<file path="config.mk">
export PLATFORM = sky130hd
export DESIGN_NAME = sram_like_arbiter_flat
export DESIGN_NICKNAME = d
export VERILOG_FILES = /design/src/rtl/sram_like_arbiter_if.sv /design/src/rtl/sram_like_arbiter.sv /design/src/flat_wrapper.sv
export SDC_FILE = /design/constraint.sdc
export NUM_CORES = 1
export LEC_CHECK = 0
export ABC_AREA = 1
export CORE_AREA = 2 2 110 112
export DETAILED_ROUTE_END_ITERATION = 8
export DIE_AREA = 0 0 112 114
export HOLD_SLACK_MARGIN = 0.05
export PLACE_DENSITY = 0.81
export SYNTH_ARGS = -nofsm -noshare
export SYNTH_HDL_FRONTEND = slang
export SYNTH_SLANG_ARGS = --single-unit
</file>
<file path="constraint.sdc">
create_clock -name clk -period 2.44 [get_ports clk]
set_input_delay 0.488 -clock clk [delete_from_list [all_inputs] [get_ports clk]]
set_output_delay 0.488 -clock clk [all_outputs]
set_load 0.1 [all_outputs]
</file>
<file path="src/rtl/sram_like_arbiter_if.sv">
// Handshake bundle between the fetch port, the data port, the shared SRAM-like bus and the arbiter.
// The master modport is the arbiter's view; the slave modport is the requesters' and memory's view.
interface sram_like_arbiter_if #(
    parameter int unsigned ADDR_W = 32,
    parameter int unsigned DATA_W = 32
);
    localparam int unsigned STRB_W = DATA_W / 8;

    logic              i_req;
    logic [ADDR_W-1:0] i_addr;
    logic              i_addr_ok;
    logic              i_data_ok;
    logic [DATA_W-1:0] i_rdata;

    logic              d_req;
    logic              d_wr;
    logic [1:0]        d_size;
    logic [STRB_W-1:0] d_wstrb;
    logic [ADDR_W-1:0] d_addr;
    logic [DATA_W-1:0] d_wdata;
    logic              d_addr_ok;
    logic              d_data_ok;
    logic [DATA_W-1:0] d_rdata;

    logic              m_req;
    logic              m_wr;
    logic [1:0]        m_size;
    logic [STRB_W-1:0] m_wstrb;
    logic [ADDR_W-1:0] m_addr;
    logic [DATA_W-1:0] m_wdata;
    logic              m_addr_ok;
    logic              m_data_ok;
    logic [DATA_W-1:0] m_rdata;

    logic              busy;

    modport master (
        input  i_req, i_addr,
        input  d_req, d_wr, d_size, d_wstrb, d_addr, d_wdata,
        input  m_addr_ok, m_data_ok, m_rdata,
        output i_addr_ok, i_data_ok, i_rdata,
        output d_addr_ok, d_data_ok, d_rdata,
        output m_req, m_wr, m_size, m_wstrb, m_addr, m_wdata,
        output busy
    );

    modport slave (
        output i_req, i_addr,
        output d_req, d_wr, d_size, d_wstrb, d_addr, d_wdata,
        output m_addr_ok, m_data_ok, m_rdata,
        input  i_addr_ok, i_data_ok, i_rdata,
        input  d_addr_ok, d_data_ok, d_rdata,
        input  m_req, m_wr, m_size, m_wstrb, m_addr, m_wdata,
        input  busy
    );
endinterface

</file>
<file path="src/rtl/sram_like_arbiter.sv">
// Shares one SRAM-like bus between the fetch port (owner 0) and the data port (owner 1).
// Optional macro ARB_ROUND_ROBIN_EN: contention alternates owners instead of data-over-fetch.
module sram_like_arbiter #(
    parameter int unsigned ADDR_W = 32,
    parameter int unsigned DATA_W = 32
) (
    input logic                 clk,
    input logic                 resetn,
    sram_like_arbiter_if.master bus
);
    localparam int unsigned STRB_W = DATA_W / 8;

    localparam logic [1:0] IDLE = 2'd0;
    localparam logic [1:0] ADDR = 2'd1;
    localparam logic [1:0] DATA = 2'd2;

    logic [1:0]        state;
    logic [1:0]        state_nxt;
    logic              owner;
    logic              wr_q;
    logic [1:0]        size_q;
    logic [STRB_W-1:0] wstrb_q;
    logic [ADDR_W-1:0] addr_q;
    logic [DATA_W-1:0] wdata_q;

    logic grant_c;
    logic grant_owner_c;
    logic addr_fire_c;
    logic data_fire_c;

    assign grant_c = (state == IDLE) && (bus.i_req || bus.d_req);

`ifdef ARB_ROUND_ROBIN_EN
    logic last_owner;

    // On contention the requester that did not win last time is served.
    assign grant_owner_c = (bus.i_req && bus.d_req) ? ~last_owner : bus.d_req;

    always_ff @(posedge clk or negedge resetn) begin
        if (!resetn)      last_owner <= 1'b0;
        else if (grant_c) last_owner <= grant_owner_c;
    end
`else
    assign grant_owner_c = bus.d_req;
`endif

    always_ff @(posedge clk or negedge resetn) begin
        if (!resetn) state <= IDLE;
        else         state <= state_nxt;
    end

    always_comb begin
        state_nxt = state;
        case (state)
            IDLE:    if (grant_c) state_nxt = ADDR;
            ADDR:    if (bus.m_addr_ok) state_nxt = bus.m_data_ok ? IDLE : DATA;
            DATA:    if (bus.m_data_ok) state_nxt = IDLE;
            default: state_nxt = IDLE;
        endcase
    end

    // Request fields are captured once at grant and held until the return to IDLE.
    always_ff @(posedge clk or negedge resetn) begin
        if (!resetn) begin
            owner   <= 1'b0;
            wr_q    <= 1'b0;
            size_q  <= 2'd0;
            wstrb_q <= '0;
            addr_q  <= '0;
            wdata_q <= '0;
        end else if (grant_c) begin
            owner <= grant_owner_c;
            if (grant_owner_c) begin
                wr_q    <= bus.d_wr;
                size_q  <= bus.d_size;
                wstrb_q <= bus.d_wstrb;
                addr_q  <= bus.d_addr;
                wdata_q <= bus.d_wdata;
            end else begin
                wr_q    <= 1'b0;
                size_q  <= 2'd2;
                wstrb_q <= '0;
                addr_q  <= bus.i_addr;
                wdata_q <= '0;
            end
        end
    end

    // A data response counts only once the address has been accepted (possibly this cycle).
    assign addr_fire_c = (state == ADDR) && bus.m_addr_ok;
    assign data_fire_c = ((state == DATA) || addr_fire_c) && bus.m_data_ok;

    assign bus.i_addr_ok = addr_fire_c && !owner;
    assign bus.d_addr_ok = addr_fire_c && owner;
    assign bus.i_data_ok = data_fire_c && !owner;
    assign bus.d_data_ok = data_fire_c && owner;
    assign bus.i_rdata   = (data_fire_c && !owner) ? bus.m_rdata : '0;
    assign bus.d_rdata   = (data_fire_c && owner)  ? bus.m_rdata : '0;

    assign bus.m_req   = (state == ADDR);
    assign bus.m_wr    = wr_q;
    assign bus.m_size  = size_q;
    assign bus.m_wstrb = wstrb_q;
    assign bus.m_addr  = addr_q;
    assign bus.m_wdata = wdata_q;
    assign bus.busy    = (state != IDLE);
endmodule
</file>
<file path="src/flat_wrapper.sv">
// flat-port wrapper written by rule: the top's interface ports become plain ports
module sram_like_arbiter_flat 
#(
    parameter int unsigned ADDR_W = 32,
    parameter int unsigned DATA_W = 32
)
  (clk, resetn, bus_i_req, bus_i_addr, bus_d_req, bus_d_wr, bus_d_size, bus_d_wstrb, bus_d_addr, bus_d_wdata, bus_m_addr_ok, bus_m_data_ok, bus_m_rdata, bus_i_addr_ok, bus_i_data_ok, bus_i_rdata, bus_d_addr_ok, bus_d_data_ok, bus_d_rdata, bus_m_req, bus_m_wr, bus_m_size, bus_m_wstrb, bus_m_addr, bus_m_wdata, bus_busy);
  sram_like_arbiter_if #(.ADDR_W(ADDR_W), .DATA_W(DATA_W)) bus_i ();
  input logic clk;
  input logic resetn;
  input wire logic [$bits(bus_i.i_req)-1:0] bus_i_req;
  input wire logic [$bits(bus_i.i_addr)-1:0] bus_i_addr;
  input wire logic [$bits(bus_i.d_req)-1:0] bus_d_req;
  input wire logic [$bits(bus_i.d_wr)-1:0] bus_d_wr;
  input wire logic [$bits(bus_i.d_size)-1:0] bus_d_size;
  input wire logic [$bits(bus_i.d_wstrb)-1:0] bus_d_wstrb;
  input wire logic [$bits(bus_i.d_addr)-1:0] bus_d_addr;
  input wire logic [$bits(bus_i.d_wdata)-1:0] bus_d_wdata;
  input wire logic [$bits(bus_i.m_addr_ok)-1:0] bus_m_addr_ok;
  input wire logic [$bits(bus_i.m_data_ok)-1:0] bus_m_data_ok;
  input wire logic [$bits(bus_i.m_rdata)-1:0] bus_m_rdata;
  output wire logic [$bits(bus_i.i_addr_ok)-1:0] bus_i_addr_ok;
  output wire logic [$bits(bus_i.i_data_ok)-1:0] bus_i_data_ok;
  output wire logic [$bits(bus_i.i_rdata)-1:0] bus_i_rdata;
  output wire logic [$bits(bus_i.d_addr_ok)-1:0] bus_d_addr_ok;
  output wire logic [$bits(bus_i.d_data_ok)-1:0] bus_d_data_ok;
  output wire logic [$bits(bus_i.d_rdata)-1:0] bus_d_rdata;
  output wire logic [$bits(bus_i.m_req)-1:0] bus_m_req;
  output wire logic [$bits(bus_i.m_wr)-1:0] bus_m_wr;
  output wire logic [$bits(bus_i.m_size)-1:0] bus_m_size;
  output wire logic [$bits(bus_i.m_wstrb)-1:0] bus_m_wstrb;
  output wire logic [$bits(bus_i.m_addr)-1:0] bus_m_addr;
  output wire logic [$bits(bus_i.m_wdata)-1:0] bus_m_wdata;
  output wire logic [$bits(bus_i.busy)-1:0] bus_busy;
  assign bus_i.i_req = bus_i_req;
  assign bus_i.i_addr = bus_i_addr;
  assign bus_i.d_req = bus_d_req;
  assign bus_i.d_wr = bus_d_wr;
  assign bus_i.d_size = bus_d_size;
  assign bus_i.d_wstrb = bus_d_wstrb;
  assign bus_i.d_addr = bus_d_addr;
  assign bus_i.d_wdata = bus_d_wdata;
  assign bus_i.m_addr_ok = bus_m_addr_ok;
  assign bus_i.m_data_ok = bus_m_data_ok;
  assign bus_i.m_rdata = bus_m_rdata;
  assign bus_i_addr_ok = bus_i.i_addr_ok;
  assign bus_i_data_ok = bus_i.i_data_ok;
  assign bus_i_rdata = bus_i.i_rdata;
  assign bus_d_addr_ok = bus_i.d_addr_ok;
  assign bus_d_data_ok = bus_i.d_data_ok;
  assign bus_d_rdata = bus_i.d_rdata;
  assign bus_m_req = bus_i.m_req;
  assign bus_m_wr = bus_i.m_wr;
  assign bus_m_size = bus_i.m_size;
  assign bus_m_wstrb = bus_i.m_wstrb;
  assign bus_m_addr = bus_i.m_addr;
  assign bus_m_wdata = bus_i.m_wdata;
  assign bus_busy = bus_i.busy;
  sram_like_arbiter #(.ADDR_W(ADDR_W), .DATA_W(DATA_W)) u_core (.clk(clk), .resetn(resetn), .bus(bus_i));
endmodule
</file>
Word-level counts from Yosys, hierarchy flattened
Index checks and enable logic that the tools add are counted.
{ "totals": {"regBits": 74, "input_bits": 141, "output_inout_bits": 141, "wordCells": 37} }
{ "classes": {"n_eq_ne": 5, "muxes": 12, "n_reduce_logical": 13} }
{ "ops": {"columns": ["cell", "count"], "rows": [
  ["32-bit two-way mux", 4],
  ["2-bit two-way mux", 5],
  ["1-bit logical AND", 7],
  ["2-bit case mux with 3 select lines", 1],
  ["4-bit two-way mux", 1],
  ["2-bit != test (second input constant)", 2],
  ["3-bit AND reduction", 1],
  ["2-bit by 1-bit == test with 1-bit output (second input constant)", 1],
  ["2-bit == test (second input constant)", 1],
  ["2-bit logical NOT", 1],
  ["1-bit logical OR", 2],
  ["2-bit by 1-bit != test with 1-bit output (second input constant)", 1],
  ["2-bit nonzero test", 1],
  ["1-bit logical NOT", 1],
  ["1-bit two-way mux", 1]
]} }

Depth between registers and ports, before layout
{ "depth": {"word_depth": 6, "mapped_depth": 6, "depth_no_buf": 5} }

Least setup slack after synthesis
Ideal clock, no wire load.
{ "synth_timing": {"path_kind": "reg2out", "start": "register u_core.state[1]", "end": "output port bus_d_rdata[22]", "path_stages_with_launch": 7, "required_time_ps": 1952, "path_slack_ps": -261, "n_path_buf": 1, "t_arrival_ps": 2213, "cell_sequence": "dfrtp_1 > inv_1 > nand3_2 > nand2_2 > nand3_4 > buf_6 > nor2_1"} }
{ "synth_between": {"elab_chain_cells": 6, "elab_cells_between_ends": 7, "cone_classes": "eq/ne (2); mux (1); reduce/logical (4)"} }
{ "synth_lines": {"columns": ["item", "line_no", "rtl"], "rows": [
  ["start: declaration", "sram_like_arbiter.sv:17", "logic [1:0] state;"],
  ["start signal: assignment", "sram_like_arbiter.sv:49", "else state <= state_nxt;"],
  ["2-bit by 1-bit == test with 1-bit output", "sram_like_arbiter.sv:90", "assign addr_fire_c = (state == ADDR) && bus.m_addr_ok;"],
  ["1-bit logical AND", "sram_like_arbiter.sv:90", null],
  ["1-bit logical OR *", "sram_like_arbiter.sv:91", "assign data_fire_c = ((state == DATA) || addr_fire_c) && bus.m_data_ok;"],
  ["1-bit logical AND *", "sram_like_arbiter.sv:91", null],
  ["1-bit logical AND *", "sram_like_arbiter.sv:98", "assign bus.d_rdata = (data_fire_c && owner) ? bus.m_rdata : '0;"],
  ["32-bit two-way mux *", "sram_like_arbiter.sv:98", null],
  ["end: declaration", "flat_wrapper.sv:27", "output wire logic [$bits(bus_i.d_rdata)-1:0] bus_d_rdata;"]
]} }
Every way passes the cells marked *; elsewhere a longest branch is shown, timed or not.

Worst setup path in the final report
{ "layout_timing": {"start": "input port bus_m_addr_ok", "end": "output port bus_i_rdata[25]"} }
{ "layout_between": {"elab_chain_cells": 5} }
{ "layout_lines": {"columns": ["item", "line_no", "rtl"], "rows": [
  ["start: declaration", "flat_wrapper.sv:19", "input wire logic [$bits(bus_i.m_addr_ok)-1:0] bus_m_addr_ok;"],
  ["1-bit logical AND", "sram_like_arbiter.sv:90", null],
  ["1-bit logical OR", "sram_like_arbiter.sv:91", null],
  ["1-bit logical AND", "sram_like_arbiter.sv:91", null],
  ["1-bit logical AND", "sram_like_arbiter.sv:97", "assign bus.i_rdata = (data_fire_c && !owner) ? bus.m_rdata : '0;"],
  ["32-bit two-way mux", "sram_like_arbiter.sv:97", null],
  ["end: declaration", "flat_wrapper.sv:24", "output wire logic [$bits(bus_i.i_rdata)-1:0] bus_i_rdata;"]
]} }
No other way between the ends.

==> flow_summary.toml <==
[final_layout]
diodes = 0
syn2layout_area_growth_pct = 100.1
finalCoreUtilization_pct = 64.00
register_area_um2 = 1852
drive_gt1_share_pct = 22.97
fillers = 956
final_nets = 913
multi_input_area_um2 = 1423

[grt]
grt_util_all_layers_pct = 19.87
grt_pass1_wl_um = 20030
grt_pass1_vias = 3914
antenna_found_initial = 0
overflow = 0
grt_max_degree = 52

[synth]
synth.ff_latch_count = 74
synth_fp_nets = 643
syn_avg_cell_area_um2 = 7.460
yosysWarnings = 0
synth_cell_types = 18
yosysSeqAreaShare_pct = 49.45
synth_area_um2 = 3745
synthCells = 502

[timing]
period_share_pct = 99.44
timing.final.ws_setup_ns = 0.01373
final_hold_viol_count = 0
clock_skew_ns = 0.002899
period_minus_slack_ns = 2.426
final.setup.tns_ns = 0
slew_viol_final = 0
clock.fmax_mhz = 412.2
max_slew_margin_pct = 68.14
rsz0062_at_grt = "yes"
tightest_slew_ns = 0.4779
setup_viol = 0

[cts]
htreeDepth = 3
clockBufferDepth = 2
ctsHoldBuffers = 0
numCtsBuffers = 9
clk_pin_slew_worst_paths_ns = 0.06
cts.sinks = 74
clk_latency_ns = 0.33
cts_root_buffer = "clkbuf_16"
cts_tree = "yes"

[flow_run]
drv_cap = 0

[pwr]
p_per_area_nw_per_um2 = 1510
vdd.ir_drop.worst_uv = 870.3
power.total_mw = 11.32
p_leak_nw = 3.828

[floorplan]
die-width_um = 112
ios = 282
initial_core_util_pct = 31.98
rows = 40
dieArea_um2 = 12770
fp.dieH_um = 114
core_area_um2 = 11710

[setup_path]
worst_ep_arrival_time_ns = 1.94
start_kind = "input pin"
crit_required_ns = 1.95
path_max_fanout = 28
path_class = "input pin to primary output"
setup.worst_path.end_class = "primary output"

[drt]
wl_met3_um = 893
met1Wirelength_um = 5012
drcViolationCount = 0
vias_per_cell = 4.476
vias = 4127
drt_pre_antenna_iters = 4
ant_nets = 0
wl_um = 13040
top_layer_used = "met4"
met2WireLength_um = 6664
drt_iter0_drc = 191
avgRoutedWirePerCell_um = 14.14

[run_status]
status = "finished clean"

[placement]
portBuffers = 281
place.detailed.hpwl_um = 10200
dpl_worst_slack_ns = 0.01610
gp_congestion = 0.8003

[hold_path]
min_path_type = "input pin to async pin"
-- metal layers --
layer,global-route usage [%],vias to the layer above
li1,-,2062
met1,22.33,1849
met2,35.39,186
met3,5.207,30
met4,9.268,0
met5,0,-
-- critical path: stages --
cell             delay, ns
clkdlybuf4s50_1       0.51
nand3_2               0.10
nand2_2               0.12
nand3_4               0.11
buf_12                0.18
nor2_1                0.20
buf_12                0.21
-- synth_stat cells, drive strengths merged --
cell,number,area (um^2)
a21oi,33,165.2
buf,28,209.0
inv,71,266.5
dfrtp,74,1852
o31ai,1,7.510
nand2,143,539.3
nor2,73,281.5
o21ai,34,173.9
nand3,41,235.2
clkbuf,4,15.01
-- final timing paths --
| path | start | end | slack, ns | cells past startpoint |
|---|---|---|---|---|
| setup / recovery | bus_m_addr_ok | bus_i_rdata[25] | 0.01 | 7 |
| hold / removal | resetn | u_core.bus.m_wdata[12] | 0.11 | 1 |
| hold reg to reg | u_core.bus.m_wdata[15] | u_core.bus.m_wdata[15] | 0.47 | 2 |
| min in group clk | u_core.bus.m_wdata[15] | u_core.bus.m_wdata[15] | 0.47 | 2 |
| max in group asynchronous | resetn | u_core.bus.m_wdata[29] | 1.75 | 2 |
| setup reg to reg | u_core.state[1] | u_core.bus.m_size[1] | 1.00 | 5 |
-- final cells by class --
class / count / share of cell area [%]
Multi-Input combinational cell: 325 / 18.98
Clock inverter: 4 / 1.035
Tap cell: 147 / 2.454
Sequential cell: 74 / 24.71
Timing Repair Buffer: 291 / 46.08
Clock buffer: 10 / 3.189
Inverter: 71 / 3.556
-- cell families after synthesis --
kind of cell	after synthesis	share of synthesized area [%]
DFF	74	49.45
and+or+nand+nor	257	28.20
buffers and inverters	103	13.10
AOI/OAI and AO/OA	68	9.255
-- report_power, final --
group	switching (mW)	internal, mW
Sequential	0.308	1.77
Combinational	6.07	1.75
Clock	0.500	0.915
-- cell usage in the layout (no fill, tap or decap), types with 2 or more instances in the layout --
master / Yosys / routed
nand3_4: 2 / 2
clkinv_4: 0 / 2
o21ai_1: 31 / 31
buf_12: 0 / 74
nor2_1: 72 / 67
buf_4: 10 / 78
o21ai_0: 2 / 2
nand3_1: 38 / 38
dfrtp_1: 74 / 74
clkdlybuf4s50_1: 0 / 138
nand2_1: 142 / 142
inv_1: 71 / 71
a21oi_1: 33 / 33
bufinv_16: 0 / 2
clkbuf_16: 0 / 9
nor2_2: 0 / 5
-- registers in the layout, summed over array words and instances, names as in the netlist --
| name | cells |
|---|---|
| u_core.bus.m_wstrb | 4 |
| u_core.owner | 1 |
| u_core.bus.m_wr | 1 |
| u_core.bus.m_wdata | 32 |
| u_core.bus.m_addr | 32 |
| u_core.bus.m_size | 2 |
| u_core.state | 2 |
-- what timing repair did --
action,4_1_cts,5_1_grt
endpoints found under the setup margin,0,20
gates resized for setup,0,5
setup buffers,0,0
-- per-stage QoR --
stage	hold slack [ns]	cell area, um^2	cells
floorplan	0.1924	3745	502
global placement	0.4554	7166	908
detailed placement	0.4592	7166	908
CTS	0.1175	7482	922
global route	0.1371	7495	922
finish	0.1088	7495	922
(Power assumes the default switching activity.)
